--- src/rtl/qu_uop_dispatch.sv ---
// rtl/qu_uop_dispatch.sv - in-order uop dispatch FIFO routing the head to the int/ctrl or ld/st port
// Optional macro QU_UOP_DISPATCH_ILLEGAL_TRAP_EN: an illegal head stalls the queue instead of being discarded.
module qu_uop_dispatch #(
    parameter int DEPTH     = 4,
    parameter int UOP_WIDTH = 67
) (
    input  logic                         clk,
    input  logic                         rst,
    input  logic                         flush_i,
    input  logic                         in_valid_i,
    output logic                         in_ready_o,
    input  logic [UOP_WIDTH-1:0]         in_uop_i,
    output logic                         ic_valid_o,
    input  logic                         ic_ready_i,
    output logic [UOP_WIDTH-1:0]         ic_uop_o,
    output logic                         ldst_valid_o,
    input  logic                         ldst_ready_i,
    output logic [UOP_WIDTH-1:0]         ldst_uop_o,
    output logic                         illegal_o,
    output logic [$clog2(DEPTH+1)-1:0]   occupancy_o
);

    localparam int PW = $clog2(DEPTH);
    localparam int CW = $clog2(DEPTH+1);

    logic [UOP_WIDTH-1:0] r_mem [DEPTH];
    logic [PW-1:0]        r_rd_ptr;
    logic [PW-1:0]        r_wr_ptr;
    logic [CW-1:0]        r_count;

    logic                 w_empty;
    logic                 w_push;
    logic                 w_pop;
    logic                 w_discard;
    logic [UOP_WIDTH-1:0] w_head;
    logic [2:0]           w_optype;

    assign w_empty  = (r_count == '0);
    assign w_head   = r_mem[r_rd_ptr];
    assign w_optype = w_head[2:0];

    // Legal codes all have bit 0 set; bit 2 separates int/ctrl from load/store.
    assign ic_valid_o   = !w_empty &&  w_optype[0] && !w_optype[2];
    assign ldst_valid_o = !w_empty &&  w_optype[0] &&  w_optype[2];
    assign illegal_o    = !w_empty && !w_optype[0];

    assign ic_uop_o    = w_head;
    assign ldst_uop_o  = w_head;
    assign in_ready_o  = (r_count != CW'(DEPTH));
    assign occupancy_o = r_count;

`ifdef QU_UOP_DISPATCH_ILLEGAL_TRAP_EN
    assign w_discard = 1'b0;
`else
    assign w_discard = illegal_o;
`endif

    assign w_push = in_valid_i && in_ready_o && !flush_i;
    assign w_pop  = (ic_valid_o && ic_ready_i) || (ldst_valid_o && ldst_ready_i) || w_discard;

    always_ff @(posedge clk) begin
        if (w_push) begin
            r_mem[r_wr_ptr] <= in_uop_i;
        end
    end

    always_ff @(posedge clk or posedge rst) begin
        if (rst) begin
            r_rd_ptr <= '0;
            r_wr_ptr <= '0;
            r_count  <= '0;
        end else if (flush_i) begin
            r_rd_ptr <= '0;
            r_wr_ptr <= '0;
            r_count  <= '0;
        end else begin
            if (w_push) begin
                r_wr_ptr <= r_wr_ptr + PW'(1);
            end
            if (w_pop) begin
                r_rd_ptr <= r_rd_ptr + PW'(1);
            end
            if (w_push && !w_pop) begin
                r_count <= r_count + CW'(1);
            end else if (w_pop && !w_push) begin
                r_count <= r_count - CW'(1);
            end
        end
    end

endmodule

--- config.mk ---
export PLATFORM = sky130hd
export DESIGN_NAME = qu_uop_dispatch
export DESIGN_NICKNAME = d
export VERILOG_FILES = /design/src/rtl/qu_uop_dispatch.sv
export SDC_FILE = /design/constraint.sdc
export NUM_CORES = 1
export LEC_CHECK = 0
export BUFFER_PORTS_ARGS = -buffer_cell sky130_fd_sc_hd__buf_2
export CORE_UTILIZATION = 40
export CTS_BUF_LIST = sky130_fd_sc_hd__clkbuf_8
export DETAILED_ROUTE_END_ITERATION = 7
export PLACE_DENSITY = 0.6
export SYNTH_ARGS = -nofsm -noshare
export SYNTH_HDL_FRONTEND = slang
export SYNTH_SLANG_ARGS = --single-unit
--- constraint.sdc ---
create_clock -name clk -period 3.2 [get_ports clk]
set_input_delay 0.64 -clock clk [delete_from_list [all_inputs] [get_ports clk]]
set_output_delay 0.64 -clock clk [all_outputs]
set_load 0.01 [all_outputs]
==> flow_summary.yaml <==
outcome:
  outcome: "complete, no violations"
logic_synthesis:
  yosys.area.top_type: "edfxtp_1"
  syn-cell-area_sq_um: 10640
  ys_warn_count: 0
  synthCells: 475
  synth_nets: 553
  synthFlopType: "edfxtp_1"
  yosysSeqAreaShare_pct: 77.29
  yosysMostFrequentCell: "edfxtp_1"
  synth_seq_cells: 275
  yosys.cell_types.count: 26
  syn_avg_cell_area_sq_um: 22.40
  synth_top_area_share_pct: 75.64
  synth_common_cells: "edfxtp_1, buf_4, mux4_2"
  synth-edff-count: 268
  synth_area_leaders: "edfxtp_1, mux4_2, buf_4"
  async_flop_share_pct: 2.545
floorplanning:
  die-area_sq_um: 27250
  die_w_um: 165.1
  initial_utilization_pct: 40.83
  placementRows: 59
  die_h_um: 165.1
  ioPinCount: 214
  core_area_sq_um: 26060
timing:
  timing.final.crit_share_pct: 92.62
  worst_slack_ps: 236.0
  hold_viol: 0
  rsz0062_at_grt: "false"
  skew_ps: 26.60
  relSlewSlack_pct: 54.55
  period_needed_ps: 2964
  setup-tns-final_ps: 0
  setup_viol: 0
  fmax_mhz: 337.4
  tightestPinTransition_ps: 681.8
  finalMaxSlewViolations: 0
route:
  drcViolationCount: 0
  dr.pass1.iters: 4
  final_antenna_net_count: 0
  wl_per_cell_um: 19.20
  vias_per_cell: 4.888
  drt-initial-drc-count: 269
  totalWireLength_um: 19680
  num_vias: 5010
pwr:
  p_leak_uw: 0.004389
  total_power_uw: 9873
  vdd_drop_max_mv: 0.4085
  power.density_nw_per_um2: 793.7
grt:
  antenna_found_initial: 1
  grt.total_usage_pct: 14.84
  grt_pass1_wl_um: 29550
  first_global_vias: 5238
  grt_overflow: 0
  grt_max_degree: 62
place:
  dp_hpwl_um: 11930
  post-place-ws_ps: 464.8
  portBuffers: 213
  dp.cells: 951
  gp_congestion: 0.6929
clock_network:
  numCtsBuffers: 43
  clockBufferDepth: 3
  h-tree-depth: 2
  cts_num_sinks: 275
  cts-root-buf: "clkbuf_8"
  insertion_delay_ps: 540
  path_clk_slew_ps: 60
  cts_tree: "done"
critical_path:
  end_kind: "output port"
  reg2reg_to: "occupancy_o[2]"
  arrival_ps: 2320
  ff2ff_path_depth: 8
  regToRegSetupSlack_ps: 450
  startpoint_type: "flop"
  timing.critical_path.fanout_max: 43
  cp.required_ps: 2560
  r2r_start: "r_rd_ptr[0]"
  worstSetupPathType: "flop to output port"
layout:
  drive_gt1_share_pct: 50.94
  final_util_pct: 47.74
  synthToLayoutAreaGrowth_pct: 16.92
  fillers: 2193
  final_nets: 739
  finalNonFillerCells: 1025
job:
  drv_cap: 0
worst_hold_path:
  hold_class: "input port to asynchronous set/reset pin"
[cell type report]
| cell class | instances | area [sq um] | area share (%) |
|---|---|---|---|
| Tap cell | 335 | 419.2 | 3.370 |
| Clock buffer | 44 | 605.6 | 4.868 |
| Multi-Input combinational cell | 110 | 1823 | 14.66 |
| Sequential cell | 275 | 8230 | 66.16 |
| Timing Repair Buffer | 224 | 1206 | 9.696 |
| Inverter | 7 | 26.28 | 0.2112 |
| Clock inverter | 29 | 126.4 | 1.016 |
| Antenna cell | 1 | 2.502 | 0.02012 |
[per-layer routing]
metal | vias up | GRT usage (%) | wire length (um)
li1 | 2227 | - | -
met1 | 2575 | 19.69 | 8580
met2 | 178 | 23.85 | 9531
met3 | 30 | 3.996 | 1245
met4 | 0 | 4.671 | 321
met5 | - | 0 | 0
[where the power goes]
part           leakage (uW)  switching (uW)  internal [uW]  total (uW)
sequential          0.00252            84.2           4200        4280
combinational       0.00143            1640           1430        3070
clock              0.000434            1250           1270        2520
total               0.00439            2980           6900        9870
[worst max-delay path by stage]
stage          slack (ps)             end           start
3_3_place_gp          520  ldst_uop_o[57]     r_rd_ptr[0]
3_5_place_dp          460  occupancy_o[2]     r_rd_ptr[0]
5_1_grt                60  ldst_uop_o[14]     r_rd_ptr[0]
2_1_floorplan         170     r_mem[0][0]  occupancy_o[2]
6_report              240  ldst_uop_o[14]     r_rd_ptr[0]
4_1_cts               150     ic_uop_o[9]     r_rd_ptr[0]
[kinds of logic (layout without fill, tap and decap cells)]
family	Yosys count	after routing	synth area share [%]
muxes	72	72	14.69
other	0	1	0
buffers and inverters	90	304	5.669
xor gates and xnor gates	4	4	0.3294
DFF	275	275	77.29
AOI/OAI and AO/OA	3	3	0.1999
and+or+nand+nor	26	26	1.164
adders and majority gates	5	5	0.6586
[registers in the layout, summed over array words and instances (netlist names)]
register     flops
r_mem          268
occupancy_o      3
r_rd_ptr         2
r_wr_ptr         2
[layout by cell type (no fill, tap or decap), types with 2 or more instances in the layout]
| cell type | n |
|---|---|
| xnor2_1 | 3 |
| nor3_1 | 2 |
| mux2i_1 | 2 |
| clkinv_1 | 5 |
| dfrtp_1 | 5 |
| mux4_2 | 67 |
| edfxtp_1 | 268 |
| buf_12 | 4 |
| mux2_2 | 3 |
| inv_1 | 26 |
| ha_1 | 4 |
| clkinvlp_4 | 3 |
| and2_4 | 4 |
| buf_2 | 213 |
| nand2_1 | 2 |
| dfrtp_4 | 2 |
| nor2_1 | 13 |
| clkbuf_8 | 44 |
| buf_4 | 5 |
| buf_6 | 2 |
[worst max-delay path: stages, from the launching register on]
cell and delay, ps:
dfrtp_4 440, buf_6 510, mux4_2 620, buf_2 160
[stage by stage]
stage / hold slack [ps] / cell area (sq um)
finish: 31.25 / 12440
floorplan: 443.4 / 10640
global route: 34.05 / 12440
detailed placement: 568.6 / 11700
CTS: 1.981 / 12440
global placement: 559.0 / 11700
[timing repair]
action,in CTS,in global routing
resized for setup,2,0
hold buffers,0,0
buffers inserted,0,0
endpoints found under the setup margin,87,0
Power figures use the tool's default switching activity.
